[config.mk]
export PLATFORM = sky130hd
export DESIGN_NAME = inst_loader
export DESIGN_NICKNAME = d
export VERILOG_FILES = /design/src/rtl/inst_loader_pkg.sv /design/src/rtl/inst_loader.sv
export SDC_FILE = /design/constraint.sdc
export NUM_CORES = 1
export LEC_CHECK = 0
export ABC_CLOCK_PERIOD_IN_PS = 3800
export BUFFER_PORTS_ARGS = -buffer_cell sky130_fd_sc_hd__buf_2
export CAP_MARGIN = 20
export CELL_PAD_IN_SITES_DETAIL_PLACEMENT = 1
export CELL_PAD_IN_SITES_GLOBAL_PLACEMENT = 1
export CORE_UTILIZATION = 46
export CTS_BUF_LIST = sky130_fd_sc_hd__clkbuf_16
export DETAILED_ROUTE_END_ITERATION = 10
export PLACE_DENSITY = 0.8
export SYNTH_ARGS = -nofsm -noshare
export SYNTH_HDL_FRONTEND = slang
export SYNTH_SLANG_ARGS = --single-unit
[constraint.sdc]
create_clock -name clk -period 3.8 [get_ports clk]
set_input_delay 0.19 -clock clk [delete_from_list [all_inputs] [get_ports clk]]
set_output_delay 0.19 -clock clk [all_outputs]
set_load 0.01 [all_outputs]
[src/rtl/inst_loader_pkg.sv]
// rtl/inst_loader_pkg.sv - shared loader state encoding and stream/memory constants
package inst_loader_pkg;

  typedef enum logic [2:0] {
    ST_HDR_HI,
    ST_HDR_LO,
    ST_DATA,
    ST_FLUSH,
    ST_DONE
  } state_e;

  localparam int HDR_BYTES   = 2;
  localparam int IMEM_ADDR_W = 6;

endpackage

[src/rtl/inst_loader.sv]
// rtl/inst_loader.sv - length-prefixed byte stream to instruction-memory loader
// Holds the CPU in reset until all N big-endian words are written from address 0.
module inst_loader
  import inst_loader_pkg::*;
#(
  parameter int ADDR_W = IMEM_ADDR_W
) (
  input  logic              clk,
  input  logic              rst,
  input  logic [7:0]        in_data,
  input  logic              in_valid,
  output logic              in_ready,
  input  logic              reload,
  output logic              imem_we,
  output logic [ADDR_W-1:0] imem_addr,
  output logic [31:0]       imem_wdata,
  output logic              cpu_hold,
  output logic              done,
  output logic              err
);

  localparam logic [16:0] DEPTH = 17'(2 ** ADDR_W);

  state_e              state_q, state_d;
  logic [15:0]         n_q, n_d;
  logic [15:0]         widx_q, widx_d;
  logic [1:0]          bcnt_q, bcnt_d;
  // Only the three earlier bytes are stored; the fourth completes the word directly.
  logic [23:0]         asm_q, asm_d;
  logic                err_q, err_d;
  logic                we_q, we_d;
  logic [ADDR_W-1:0]   addr_q, addr_d;
  logic [31:0]         wdata_q, wdata_d;

  logic                accept;
  logic [31:0]         word;
  logic                in_range;

  assign in_ready = (state_q == ST_HDR_HI) || (state_q == ST_HDR_LO) || (state_q == ST_DATA);
  assign accept   = in_valid && in_ready;
  assign word     = {asm_q, in_data};
  assign in_range = {1'b0, widx_q} < DEPTH;

  always_ff @(posedge clk or posedge rst) begin
    if (rst) begin
      state_q <= ST_HDR_HI;
      n_q     <= '0;
      widx_q  <= '0;
      bcnt_q  <= '0;
      asm_q   <= '0;
      err_q   <= 1'b0;
      we_q    <= 1'b0;
      addr_q  <= '0;
      wdata_q <= '0;
    end else begin
      state_q <= state_d;
      n_q     <= n_d;
      widx_q  <= widx_d;
      bcnt_q  <= bcnt_d;
      asm_q   <= asm_d;
      err_q   <= err_d;
      we_q    <= we_d;
      addr_q  <= addr_d;
      wdata_q <= wdata_d;
    end
  end

  always_comb begin
    state_d = state_q;
    n_d     = n_q;
    widx_d  = widx_q;
    bcnt_d  = bcnt_q;
    asm_d   = asm_q;
    err_d   = err_q;
    we_d    = 1'b0;
    addr_d  = addr_q;
    wdata_d = wdata_q;

    case (state_q)
      ST_HDR_HI: begin
        if (accept) begin
          n_d     = {in_data, n_q[7:0]};
          state_d = ST_HDR_LO;
        end
      end
      ST_HDR_LO: begin
        if (accept) begin
          n_d     = {n_q[15:8], in_data};
          state_d = ({n_q[15:8], in_data} == 16'd0) ? ST_FLUSH : ST_DATA;
        end
      end
      ST_DATA: begin
        if (accept) begin
          asm_d  = word[23:0];
          bcnt_d = bcnt_q + 2'd1;
          if (bcnt_q == 2'd3) begin
            // Out-of-range words are still consumed so the stream stays aligned.
            if (in_range) begin
              we_d    = 1'b1;
              addr_d  = widx_q[ADDR_W-1:0];
              wdata_d = word;
            end else begin
              err_d = 1'b1;
            end
            widx_d = widx_q + 16'd1;
            if (widx_q + 16'd1 == n_q) begin
              state_d = ST_FLUSH;
            end
          end
        end
      end
      ST_FLUSH: begin
        state_d = ST_DONE;
      end
      ST_DONE: begin
        if (reload) begin
          state_d = ST_HDR_HI;
          err_d   = 1'b0;
          widx_d  = '0;
          bcnt_d  = '0;
          asm_d   = '0;
          n_d     = '0;
        end
      end
      default: state_d = ST_HDR_HI;
    endcase
  end

  assign imem_we    = we_q;
  assign imem_addr  = addr_q;
  assign imem_wdata = wdata_q;
  assign cpu_hold   = (state_q != ST_DONE);
  assign done       = (state_q == ST_DONE);
  assign err        = err_q;

endmodule

* Word level (Yosys, flattened, before mapping) *
Cells that the tools add are included.

storage, ports and cells
  bits in registers = 101

cells by class
  muxes and demuxes = 30
  add/subtract/negate cells = 2
  reductions and logical operators = 15
  order comparisons = 1
  equality and inequality tests = 14
  bitwise operators = 2

operators by type and width
  cell                                                    number
  2-to-1 mux 16 bit                                       4
  2-to-1 mux 24 bit                                       2
  one-hot mux 16 bit (3 select lines)                     1
  one-hot mux 24 bit (2 select lines)                     1
  one-hot mux 16 bit (2 select lines)                     1
  2-to-1 mux 3 bit                                        6
  adder 16 x 1 -> 16 bit (second input constant)          1
  == test 16 bit                                          1
  logical NOT 16 bit                                      1
  < comparator 16 x 7 -> 1 bit (second input constant)    1
  AND reduction 4 bit                                     4
  one-hot mux 3 bit (5 select lines)                      1
  inequality test 2 bit (second input constant)           5
  2-to-1 mux 1 bit                                        9
  2-to-1 mux 8 bit                                        1
  == test 3 x 2 -> 1 bit (second input constant)          2
  AND reduction 6 bit                                     1
  nonzero test 2 bit                                      3
  AND reduction 5 bit                                     1
  2-to-1 mux 2 bit                                        2
  inequality test 2 x 1 -> 1 bit (second input constant)  2
  one-hot mux 2 bit (2 select lines)                      1
  == test 3 x 1 -> 1 bit (second input constant)          1
  == test 3 bit (second input constant)                   1
  other kinds (9)                                         11

* Depth between registers and ports, before layout *
  word-level depth = 6
  mapped depth = 8
  gate-level depth less buffers = 7

* Worst setup path before layout *
No wires, ideal clock.

  kind = register to register
  start = reg widx_q[11]
  end = reg wdata_q[0] (netlist: imem_wdata[0])
  setup slack = 2.022 ns
  arrival = 1.651 ns
  data required time = 3.673 ns
  clock period less this slack = 1.778 ns
  cell stages (with the launch flop) = 8
  path buffers = 3
  path through = dfrtp_1 > clkbuf_1 > nor4_1 > nand3_1 > nor2_1 > buf_4 > buf_6 > mux2_1

on the way
  longest elaborated chain between the ends = 2

RTL lines
  element                               RTL line           text
  start: declaration                    inst_loader.sv:26  logic [15:0] widx_q, widx_d;
  start signal: assignment              inst_loader.sv:58  widx_q <= widx_d;
  < comparator 16 x 7 -> 1 bit          inst_loader.sv:42  assign in_range = {1'b0, widx_q} < DEPTH;
  AND reduction 4 bit (no source line)  n/a
  end signal: assignment                inst_loader.sv:64  wdata_q <= wdata_d;
  end: declaration                      inst_loader.sv:33  logic [31:0] wdata_q, wdata_d;

Every way passes these cells.
A chain may end at the register's enable or synchronous reset.

* Worst setup path after layout *
  start = reg state_q[1]
  end = reg wdata_q[24] (netlist: imem_wdata[24])

on the way
  longest elaborated chain between the ends = 5
  elaborated cells on any way between the ends = 7
  those cells by class = 2 x eq/ne; 5 x reduce/logical

RTL lines
  element                                                      RTL line           text
  start: declaration                                           inst_loader.sv:24  state_e state_q, state_d;
  start signal: assignment                                     inst_loader.sv:56  state_q <= state_d;
  == test 3 x 1 -> 1 bit or logical NOT 3 bit (tied branches)  inst_loader.sv:39  assign in_ready = (state_q == ST_HDR_HI) || (state_q == ST_HDR_LO) || (state_q == ST_DATA);
  logical OR 1 bit (2 in a row)                                inst_loader.sv:39
  logical AND 1 bit                                            inst_loader.sv:40  assign accept = in_valid && in_ready;
  AND reduction 4 bit (no source line) *                       n/a

Every way passes the cells marked *; elsewhere a longest branch is shown, timed or not.

==> metrics.txt <==
Post-Layout Cell Count=615; Worst Path Buf+Inv=1; Data required, critical path=4020 ps; Gate Count Post-Synth=437; Worst path slowest cell=dfrtp_1; largest family of logic cells by synthesized area=simple AND/OR/NAND/NOR gates; top-area cell type share of the netlist area=0.538; share of the yosys chip area belonging to registers=0.538; Maximum Capacitance Violations=0; Final Setup Violations=0; Placed Cells=599; Distinct cells, synth=49; Leak Pwr=roughly 2.6 nW; largest net degree at the start of global routing=approximately 80; post-CTS setup buffer count=0; crit-path max FO=30; Layout Nets=491; final hold vios=0; clk slew on worst S/H paths=70 ps; Crit path max-delay family=simple AND/OR/NAND/NOR gates; TritonCTS buffer count=9; Clock Sinks=~100; drt drc=0; Yosys warnings=0; gr ovfl total=0; Max VDD drop=381 uV; XOR/XNOR Fraction of Synth Area=0.0469; clk_skew=between 5 and 6 ps; Core Region=approximately 10000 sq um; Adder-Cell Fraction of Synth Area=0.00532; Antenna Violating Nets Remaining=0; clk buf depth=2; Final min period=2600 ps; vias in the first global route=3651; Post-synth top flop=dfrtp_1; synthesized cell area=4700 sq um; uppermost layer routed=met4; via/cell ratio=about 5.7; Critical Path Start Type=flip-flop; fmax=0.384 GHz; gr usage total=0.243; Mean Syn Cell Area=10.8 sq um; RSZ-0062 raised after global routing=false; Slew headroom=0.292; first-pass GRT wire length=19.2 mm; Worst EP arrival=2830 ps; Layout Utilization=0.541; Setup Total Neg Slack=0 ps; EDFF count, synth=0; WL met3=384 microns; Slowest Stage Delay on Critical Path=560 ps; CP endpoint kind=flip-flop; share of cells above drive strength 1=0.234; top post-synthesis cells by count=dfrtp_1 (101), nand2_1 (71), o21ai_0 (50); CTS HTree Levels=3; Post-DP HPWL=7.89 mm; antenna cell count=0; routed wl met2=5.77 mm; routed length per instance=18.9 microns; top-count cell post-synth=dfrtp_1; pwr dens=698 nW/um^2; TritonCTS clock tree=yes; status=finished clean; critical path class=reg2reg; number of port buffers=54; Starting Density=0.479; io pins=55; Skew-Pair Late Insertion Delay=about 340 ps; proportion of synthesized area in mux cells=0.0977; Worst Hold Class=in2async; Worst Tran Pin Value=1060 ps; routed vias=roughly 3.5k; initial antenna violation count=0; Die Span X=between 100 and 150 microns; Synth Area in Compound Gates=0.124; drt first pass iters=4; routability cong.=0.842; Rows=36; Area Overhead vs Synth=13.0%; post-cts sizing count=0; Post-Synthesis Net Count=451; final wirelength=11.6 mm; cell chain of the critical path=nor2b_1 > nand3_2 > nor2_4 > buf_4 > mux2_2; die height=a little over 100 microns; filler cell count=around 1.1k; CTS Hold Bufs=0; wl on met1=5.32 mm; #FFs+latches synth=101; asr flop ratio synth=1.00; Area contributors post-synth=dfrtp_1 (54%), mux2_2 (7.2%), nand2_1 (5.7%); Die Area=between 10000 and 15000 sq um; simple-gate share of the synthesized area=0.158; Root Buffer Master=clkbuf_16; DR iter-0 viols=137; Slew Viols, Final=0; fin crit share=0.685; largest area contributor in the netlist=dfrtp_1
==> layout make-up <==
cell class,instances,area [sq um],area share
Sequential cell,101,2530,0.476
Multi-Input combinational cell,306,2040,0.384
Timing Repair Buffer,57,293,0.0551
Clock buffer,9,225,0.0424
Tap cell,133,166,0.0313
Clock inverter,7,50.0,0.00942
Inverter,2,10.0,0.00188
==> final timing paths <==
path	start	end	slack (ps)	cells after the start
min reg2reg	asm_q[17]$_DFFE_PP0P_	asm_q[17]$_DFFE_PP0P_	490	2
min in group clk	reload	state_q[2]$_DFFE_PP0P_	100	2
max reg2reg	state_q[1]$_DFFE_PP0P_	imem_wdata[24]$_DFFE_PP0P_	1200	5
max in group asynchronous	rst	imem_wdata[24]$_DFFE_PP0P_	2880	3
min	rst	n_q[15]$_DFFE_PP0P_	50	2
max	state_q[1]$_DFFE_PP0P_	imem_wdata[24]$_DFFE_PP0P_	1200	5
==> flip-flops by register name, summed over array words and instances, names as in the netlist <==
signal	flops
state_q	3
err	1
asm_q	24
n_q	16
bcnt_q	2
widx_q	16
imem_addr	6
imem_wdata	32
imem_we	1
==> worst reg2reg max path: cells and delay by family, from the launching register on <==
kind                   cells  cell delay, ps
DFF                        1             560
muxes                      1             420
and+or+nand+nor            3            1080
buffers and inverters      1             430
==> where the power goes <==
part,switching [mW],total (mW),internal [mW]
Clock,0.412,0.860,0.448
Combinational,0.599,1.12,0.518
Sequential,0.310,1.73,1.42
Total,1.32,3.71,2.39
==> cells by family (layout without fill, tap and decap cells) <==
group / after synthesis / count (layout)
xor+xnor: 22 / 22
compound gates: 95 / 95
fa+ha+maj: 2 / 2
flops: 101 / 101
simple gates: 146 / 146
buf+inv: 30 / 75
mux: 41 / 41
==> metrics by stage <==
stage	setup slack [ps]	hold WS, ps	instance area (sq um)	power, mW
after global placement	1330	420	5040	2.77
after CTS	1200	84.3	5310	3.74
final	1200	49.4	5310	3.71
after detailed placement	1200	415	5040	2.86
after global routing	1040	107	5310	3.95
after floorplan	963	302	4700	2.43
==> placed cells by master (no fill, tap or decap), drive strengths merged, types with 3 or more instances in the layout <==
cell type / netlist / final
dfrtp: 101 / 101
nand2: 71 / 71
buf: 13 / 57
o21ai: 52 / 52
mux2: 39 / 39
nor2: 20 / 20
a22o: 17 / 17
xnor2: 15 / 15
nand3: 12 / 12
a21oi: 11 / 11
clkbuf: 15 / 9
nor4: 9 / 9
nor2b: 6 / 6
and3: 5 / 5
xor2: 5 / 5
nor3: 5 / 5
inv: 2 / 5
nand4: 4 / 4
a21o: 3 / 3
nand2b: 3 / 3
o22ai: 3 / 3
o31ai: 3 / 3
clkinv: 0 / 3
==> per-layer routing <==
layer  GRT usage  vias to the layer above
li1            -                     1627
met1       0.331                     1803
met2       0.397                       61
met3      0.0346                       13
met4      0.0899                        0
met5           0                        -
(Power assumes the default switching activity.)
